File: config.mk
export PLATFORM = sky130hd
export DESIGN_NAME = pc_update_ctrl
export DESIGN_NICKNAME = d
export VERILOG_FILES = /design/src/rtl/pc_update_ctrl.sv
export SDC_FILE = /design/constraint.sdc
export NUM_CORES = 1
export LEC_CHECK = 0
export BUFFER_PORTS_ARGS = -buffer_cell sky130_fd_sc_hd__buf_2
export CORE_MARGIN = 2
export CORE_UTILIZATION = 54
export CTS_CLUSTER_DIAMETER = 40
export DETAILED_ROUTE_END_ITERATION = 8
export PLACE_DENSITY = 0.82
export SLEW_MARGIN = 0
export SYNTH_ARGS = -nofsm -noshare
export SYNTH_HDL_FRONTEND = slang
export SYNTH_SLANG_ARGS = --single-unit
File: constraint.sdc
create_clock -name clk -period 2 [get_ports clk]
set_input_delay 0.4 -clock clk [delete_from_list [all_inputs] [get_ports clk]]
set_output_delay 0.4 -clock clk [all_outputs]
set_load 0.005 [all_outputs]
File: src/rtl/pc_update_ctrl.sv
// PC update sequencer: fetch, decode and PC/EPC write control per instruction.
// Optional exception path (EPC save + vector jump) is enabled by PC_UPDATE_EXC_EN.
module pc_update_ctrl (
    input  logic        clk,
    input  logic        reset,
    input  logic        start,
    input  logic        mem_ready,
    input  logic [2:0]  op_class,
    input  logic        branch_taken,
    output logic [2:0]  PcSrc,
    output logic        PcWrite,
    output logic        EpcWrite,
    output logic        busy,
    output logic        done,
    output logic [15:0] retired
);

    localparam logic [2:0] OP_SEQ  = 3'b000;
    localparam logic [2:0] OP_BR   = 3'b001;
    localparam logic [2:0] OP_JMP  = 3'b010;
    localparam logic [2:0] OP_JR   = 3'b011;

    localparam logic [2:0] SRC_PC4 = 3'b000;
    localparam logic [2:0] SRC_BR  = 3'b001;
    localparam logic [2:0] SRC_JMP = 3'b010;
    localparam logic [2:0] SRC_REG = 3'b011;
`ifdef PC_UPDATE_EXC_EN
    localparam logic [2:0] SRC_EXC = 3'b100;
`endif

    typedef enum logic [2:0] {
        IDLE,
        FETCH,
        DECODE,
        RESOLVE
`ifdef PC_UPDATE_EXC_EN
        ,
        EXC_EPC,
        EXC_VEC
`endif
    } state_t;

    state_t      state_q;
    state_t      state_d;
    logic [2:0]  op_q;
    logic        taken_q;
    logic [15:0] retired_q;

    logic [2:0]  res_src;
    logic        res_write;
    logic [2:0]  src_raw;
    logic        exc_dec;

    // Classes 100-111 (exception and reserved) divert only when the path exists.
`ifdef PC_UPDATE_EXC_EN
    assign exc_dec = op_class[2];
`else
    assign exc_dec = 1'b0;
`endif

    always_ff @(posedge clk or posedge reset) begin
        if (reset) begin
            state_q   <= IDLE;
            op_q      <= OP_SEQ;
            taken_q   <= 1'b0;
            retired_q <= '0;
        end else begin
            state_q <= state_d;
            if (state_q == DECODE) begin
                op_q    <= op_class;
                taken_q <= branch_taken;
            end
            if (done) begin
                retired_q <= retired_q + 16'd1;
            end
        end
    end

    // Resolution of the latched class; anything non-control-flow leaves PC alone.
    always_comb begin
        res_src   = SRC_PC4;
        res_write = 1'b0;
        case (op_q)
            OP_BR: begin
                res_src   = taken_q ? SRC_BR : SRC_PC4;
                res_write = taken_q;
            end
            OP_JMP: begin
                res_src   = SRC_JMP;
                res_write = 1'b1;
            end
            OP_JR: begin
                res_src   = SRC_REG;
                res_write = 1'b1;
            end
            default: begin
                res_src   = SRC_PC4;
                res_write = 1'b0;
            end
        endcase
    end

    always_comb begin
        state_d  = state_q;
        src_raw  = SRC_PC4;
        PcWrite  = 1'b0;
        EpcWrite = 1'b0;
        done     = 1'b0;
        case (state_q)
            IDLE: begin
                if (start) begin
                    state_d = FETCH;
                end
            end
            FETCH: begin
                src_raw = SRC_PC4;
                PcWrite = mem_ready;
                if (mem_ready) begin
                    state_d = DECODE;
                end
            end
            DECODE: begin
                state_d = exc_dec ?
`ifdef PC_UPDATE_EXC_EN
                          EXC_EPC
`else
                          RESOLVE
`endif
                          : RESOLVE;
            end
            RESOLVE: begin
                src_raw = res_src;
                PcWrite = res_write;
                done    = 1'b1;
                state_d = IDLE;
            end
`ifdef PC_UPDATE_EXC_EN
            EXC_EPC: begin
                EpcWrite = 1'b1;
                state_d  = EXC_VEC;
            end
            EXC_VEC: begin
                src_raw = SRC_EXC;
                PcWrite = 1'b1;
                done    = 1'b1;
                state_d = IDLE;
            end
`endif
            default: begin
                state_d = IDLE;
            end
        endcase
    end

    // The mux select is parked at PC+4 whenever the PC is not being loaded.
    assign PcSrc   = PcWrite ? src_raw : SRC_PC4;
    assign busy    = (state_q != IDLE);
    assign retired = retired_q;

endmodule

* Word-level counts from Yosys, hierarchy flattened *
Cells that the tools add are included.
Widths: inputs -> output; s select.

storage, ports and cells
  bits in registers = 23
  logic and storage cells = 27
  input port bits = 8
  output and inout port bits = 23

operators by class
  reductions and logical operators = 4
  equality and inequality tests = 8
  $add $sub $neg = 1
  mux-type cells = 10

operator list
  cell                   count
  $add 16x1->16 const B  1
  $eq 3x2->1 const B     4
  $mux 3                 4
  $pmux 3 s3             1
  $eq 3x1->1 const B     2
  $pmux 2 s3             1
  $ne 2x2->1 const B     2
  $pmux 1 s2             2
  $logic_not 3->1        1
  $reduce_bool 3->1      1
  $mux 1                 2
  $reduce_and 2->1       1
  $reduce_or 2->1        1

* Logic depth before layout (Yosys ltp) *
Gate-level depths: netlist of run 1.

  depth in word-level cells = 5
  mapped depth = 5
  depth with buffers taken out = 5

* Least setup slack after synthesis of run 1 *
No wires, ideal clock.

  path type = register to output
  start point = register state_q[0]
  end point = output port PcWrite
  slack = 609 ps
  path buffers = 1
  stages on the path, launching flop included = 5
  data arrival time = 991 ps
  data required time = 1600 ps
  cell sequence = dfrtp_1 > ha_1 > buf_4 > nand2b_1 > o21ai_0

between the ends
  cells in the longest elaborated chain, start to end = 2
  elaborated cells on any way between the ends = 3
  classes of those cells = eq/ne: 2; mux: 1

RTL lines
  item                                             RTL line  text
  from (decl)                                      43        state_t state_q;
  from (signal assigned)                           68        state_q <= state_d;
  $eq 3x2->1 / $eq 3x1->1 (equally long branches)  109       case (state_q)
  $pmux 1 s2 *                                     109
  to (decl)                                        11        output logic PcWrite,

Mark *: on every way between the ends. The rest lies on a longest branch, timed or not.

* Worst setup path after layout of run 1 *
Ends and elaborated chain as after synthesis.

==> results.txt, run 1 <==
Outcome -> finished clean
Final non-filler cell total -> 154
Layout area overhead -> 18.3%
FILL cells -> 145
Die area -> 0.00241 mm²
TNS Setup -> 0 ns
Met3 Use GR -> 1.84%
PortBufs -> 28
CTS tree -> built
Met2 Usage GRT -> 32.4%
Top delay family on crit path -> flip-flops
Startpoint Class -> flip-flop
R2R setup slack -> 0.49 ns
Top cell type's share of synthesized area -> 50.1%
Largest net degree at the start of global routing -> 23
Ys flop type -> dfrtp_1
CTS Buffer Depth -> 2
Final layout net count -> 141
Ys async rst share -> 100%
Pwr Density -> 1120 mW/mm²
Post-Synthesis Cells -> 96
Maximum VDD drop -> 0.972 mV
Post-synthesis sequential area ratio -> 50.1%
Clock period minus worst slack -> 1.85 ns
FF-to-FF End -> retired[13]$_DFFE_PP0N_
Clock tree sinks -> 22
Vias in the first global route -> 831
Starting DRT DRC Count -> 10
Worst setup EP type -> output port
Worst hold path type -> primary input to async pin
Skew-Pair Late Insertion Delay -> 0.31 ns
WL final -> 1970 µm
# Max-Cap Violations -> 0
Gr busiest metal -> met2
Total CTS buffers -> 3
Met1 global-route usage -> 25.9%
Count leader, synth -> dfrtp_1
Final RePlAce weighted congestion -> 0.791
WP buf/inv -> 1
Via density per instance -> 5.26
Routed WL per cell -> 12.8 µm
# diodes -> 0
Hpwl dp -> 1460 µm
Gr ovfl total -> 0
First-pass GRT wire length -> 3660 µm
Final ANT Viol Nets -> 0
Yosys warns -> 0
Io pins -> 31
Total power -> 0.00145 W
Initial Utilization -> 56.6%
Distinct cell type count after synthesis -> 20
Fin crit share -> 92.5%
Core area -> 0.00194 mm²
Hold Vio Cnt, Final -> 0
DIE HEIGHT -> 49.1 µm
Share of layout cells above drive strength 1 -> 35.4%
Row count -> 16
DRC Markers -> 0
First-pass iteration count of the detailed router -> 4
CP arrival -> 1.45 ns
Post-synth EDFFs -> 0
Slew Limit Fails -> 0
H-tree levels -> 1
Antenna violations before repair -> 0
Worst R2R Start -> state_q[0]$_DFFE_PP0P_
Post-Syn Area -> 0.00110 mm²
CP Class -> flip-flop to output port
Vias post-DR -> 810
Cell taking the most area after synthesis -> dfrtp_1
Seq cells post-synth -> 22
Die X-Extent -> 49.1 µm
CP max FO -> 8
Placed Instances -> 150
Cell Chain, Critical Path -> ha_2, nand2b_1, o21ai_0, buf_2
Worst R2R Path Depth -> 4
Worst Path Required -> 1.60 ns
Final Setup Violations -> 0
Setup Skew -> 0.00355 ns
RSZ-0062 raised after global routing -> false
Critical-path top delay cell -> dfrtp_1
Worst-path clk slew -> 0.12 ns
Syn Area/Cell -> 11.5 µm²
CP max stage delay -> 0.42 ns
Top cells by count, synth -> dfrtp_1 (22), xor2_1 (12), nand2_1 (8), nand4_1 (8), inv_1 (6)
Clock Tree Root -> clkbuf_4
Worst Setup SP -> state_q[0]$_DFFE_PP0P_
Most area-consuming cells after synthesis -> dfrtp_1 (50%), xor2_1 (9.6%), ha_1 (5.7%)
Leak -> 0.690 nW
Highest clock rate -> 541 MHz
Total GRT Usage -> 19.5%
-- what timing repair did --
action                                 4_1_cts  5_1_grt
setup buffers                                0        0
hold buffers                                 0        0
setup endpoints to repair                    0        1
resized for setup                            0        1
endpoints found under the hold margin        0        0
-- metal layers --
layer  part of all wire, %  vias up
li1                      -      389
met1                    44      393
met2                    50       25
met3                   3.8        3
met5                     0        -
met4                   1.8        0
-- kinds of logic after synthesis --
logic type,after synthesis,share of synthesized area [%]
adder cells (fa/ha/maj),5,5.69
AND/OR/NAND/NOR,33,19.6
multiplexers,5,5.12
XOR/XNOR,15,11.9
buffers and inverters,9,4.10
other,1,0.341
AO/OA/AOI/OAI,6,3.19
flip-flops,22,50.1
-- tightest hold or removal path: stages --
cell and delay [ns]:
buf_2 0.10, inv_1 0.04, buf_4 0.27
-- how the worst max path moves through the flow --
stage,slack (ns),to,cells after the start
3_3_place_gp,0.43,PcWrite,4
4_1_cts,0.05,PcWrite,4
5_1_grt,0.02,PcWrite,4
3_5_place_dp,0.40,PcWrite,4
2_1_floorplan,0.61,PcWrite,4
6_report,0.15,PcWrite,4
-- flip-flops by register name, summed over array words and instances (netlist names) --
signal / flops
state_q: 2
retired: 16
taken_q: 1
op_q: 3
-- final cells by class --
cell class	count	area, µm²	share of cell area [%]
clock buffers	4	36.3	2.79
inverters	6	22.5	1.73
multi-input cells	66	510	39.2
flip-flops and latches	22	551	42.3
well taps	27	33.8	2.60
repair buffers	29	148	11.3
-- where the power goes --
part           switching [W]  internal, W  total (W)
Clock               0.000133     0.000111   0.000244
Sequential          0.000138     0.000566   0.000704
Combinational       0.000235     0.000271   0.000506
-- placed cells by master (no fill, tap or decap), drive strengths merged --
| cell type | netlist | routed |
|---|---|---|
| ha | 5 | 5 |
| mux2 | 5 | 5 |
| nand2b | 1 | 1 |
| nor3 | 4 | 4 |
| conb | 1 | 2 |
| clkbuf | 0 | 4 |
| a21oi | 2 | 2 |
| xnor2 | 3 | 3 |
| nor4 | 4 | 4 |
| xor2 | 12 | 12 |
| nor2 | 5 | 5 |
| buf | 3 | 29 |
| nor2b | 1 | 1 |
| nand2 | 8 | 8 |
| dfrtp | 22 | 22 |
| inv | 6 | 6 |
| nand4 | 10 | 10 |
| o32a | 1 | 1 |
| o21ai | 3 | 3 |
-- stage by stage --
step                      area, µm²  worst slack [ns]  hold slack [ns]  util [%]
after floorplan                1100             0.609            0.389         -
after detailed placement       1260             0.402            0.451      65.0
after global routing           1300            0.0215            0.135      67.0
after global placement         1260             0.433            0.442      65.0
final                          1300             0.151           0.0981      67.0
after CTS                      1300            0.0453            0.105      66.9
(Power assumes the default switching activity.)
==> inputs of run 2 (changes only) <==
REMOVE_ABC_BUFFERS = 1   (was not set)
==> run 2 against run 1 <==
  * Largest cell class unchanged
  * Combinational power fell by 1%
  * Power fell by 3.6%
  * Largest power group unchanged
  * Flip-flop and latch count did not move
  * Critical endpoint unchanged
  * First-iteration DRC count fell by 20%
  * Sequential share of layout area rose by 0.45 points
  * Via count fell by 1.5%
  * Clock-buffer cell count fell by 1
  * Setup slack got worse by 0.0093 ns
  * Critical path type unchanged
==> results.txt, run 2 (same netlist as run 1, synthesis figures left out) <==
Outcome -> finished clean
Post-CTS Setup Bufs -> 0
Antenna violations before repair -> 0
Worst hold path type -> primary input to async pin
First-pass GRT wire length -> 3450 µm
Hold Vio Cnt, Final -> 0
TNS Setup -> 0 ns
Worst Path Required -> 1.60 ns
Row count -> 16
Worst R2R Start -> state_q[0]$_DFFE_PP0P_
R2R setup slack -> 0.50 ns
Commonest non-fill, non-tap cell in the layout -> buf_2
Largest net degree at the start of global routing -> 23
Clock tree sinks -> 22
Leak -> 0.683 nW
Total power -> 0.00140 W
Core area -> 0.00194 mm²
DIE HEIGHT -> 49.1 µm
Die X-Extent -> 49.1 µm
Highest clock rate -> 538 MHz
CTS Buffer Depth -> 2
Hpwl dp -> 1410 µm
Vias post-DR -> 798
CTS Hold Buffers Added -> 0
Initial Utilization -> 56.6%
Final RePlAce weighted congestion -> 0.850
Final ANT Viol Nets -> 0
Starting DRT DRC Count -> 8
Worst-path clk slew -> 0.11 ns
Total CTS buffers -> 3
DRC Markers -> 0
Commonest non-fill, non-tap cells in the layout -> buf_2 (28), dfrtp_1 (22), xor2_1 (12), nand2_1 (8), nand4_1 (8)
CP max FO -> 8
First-pass iteration count of the detailed router -> 4
Total GRT Usage -> 18.7%
Clock period minus worst slack -> 1.86 ns
H-tree levels -> 1
WL final -> 1900 µm
Io pins -> 31
Maximum VDD drop -> 0.832 mV
Pwr Density -> 1090 mW/mm²
Startpoint Class -> flip-flop
Gr ovfl total -> 0
RSZ-0062 raised after global routing -> false
Skew-Pair Late Insertion Delay -> 0.30 ns
Setup Skew -> 0.00372 ns
CTS tree -> built
Share of layout cells above drive strength 1 -> 34.9%
# diodes -> 0
CP Class -> flip-flop to output port
Final layout net count -> 141
Final Setup Violations -> 0
PortBufs -> 28
Clock Tree Root -> clkbuf_4
Worst setup EP type -> output port
Vias in the first global route -> 752
FF-to-FF End -> retired[14]$_DFFE_PP0N_
Routed WL per cell -> 12.4 µm
CP arrival -> 1.46 ns
# Max-Cap Violations -> 0
Worst R2R Path Depth -> 4
Max reg flops -> 16
Layout area overhead -> 17.1%
Slew Limit Fails -> 0
Die area -> 0.00241 mm²
Fin crit share -> 92.9%
Via density per instance -> 5.22
[run 2: changes by cell type in the layout (fill, tap and decap cells not counted)]
| cell | delta |
|---|---|
| clkbuf_8 | -1 |
[run 2: final cells by class]
class | instances | area [µm²]
Multi-Input combinational cell | 66 | 510
Timing Repair Buffer | 29 | 148
Clock buffer | 3 | 22.5
Fill cell | 177 | 654
Sequential cell | 22 | 551
Tap cell | 27 | 33.8
Inverter | 6 | 22.5
[run 2: critical path: stages, from the launching register on]
cell,delay (ns)
dfrtp_1,0.42
ha_2,0.33
nand2b_1,0.12
o21ai_0,0.16
buf_2,0.13
[run 2: timing repair]
| action | CTS | global route |
|---|---|---|
| hold endpoints to repair | 0 | 0 |
| resized for setup | 0 | 1 |
| setup endpoints to repair | 0 | 3 |
[run 2: power by group]
group          leakage [nW]  switching, W  internal (W)
clock network        0.0138      0.000123     0.0000702
logic                 0.384      0.000230      0.000270
registers             0.285      0.000144      0.000566
total                 0.683      0.000497      0.000906
[run 2: how the worst max path moves through the flow]
stage	start	end	slack (ns)	cells past startpoint
CTS	state_q[0]$_DFFE_PP0P_	PcWrite	0.0005	4
floorplan	state_q[0]$_DFFE_PP0P_	retired[13]$_DFFE_PP0N_	0.54	4
detailed placement	state_q[0]$_DFFE_PP0P_	PcWrite	0.35	4
finish	state_q[0]$_DFFE_PP0P_	PcWrite	0.14	4
global route	state_q[0]$_DFFE_PP0P_	PcWrite	0.01	4
global placement	state_q[0]$_DFFE_PP0P_	PcWrite	0.44	4
[run 2: metrics by stage]
step,setup slack [ns],cell area [µm²],hold WS [ns],utilization [%],cells
final,0.141,1290,0.108,66.3,153
after global placement,0.436,1260,0.443,65.0,150
after detailed placement,0.345,1260,0.445,65.0,150
after CTS,0.000473,1280,0.112,66.2,153
after global routing,0.0104,1290,0.152,66.3,153
after floorplan,0.539,1080,0.389,-,94
[run 2: per-layer routing]
layer | vias to the layer above | routed length [µm] | global-route usage [%]
li1 | 391 | - | -
met1 | 388 | 911 | 24.6
met2 | 15 | 891 | 29.7
met3 | 4 | 63 | 2.15
met4 | 0 | 38 | 11.0
met5 | - | 0 | 0
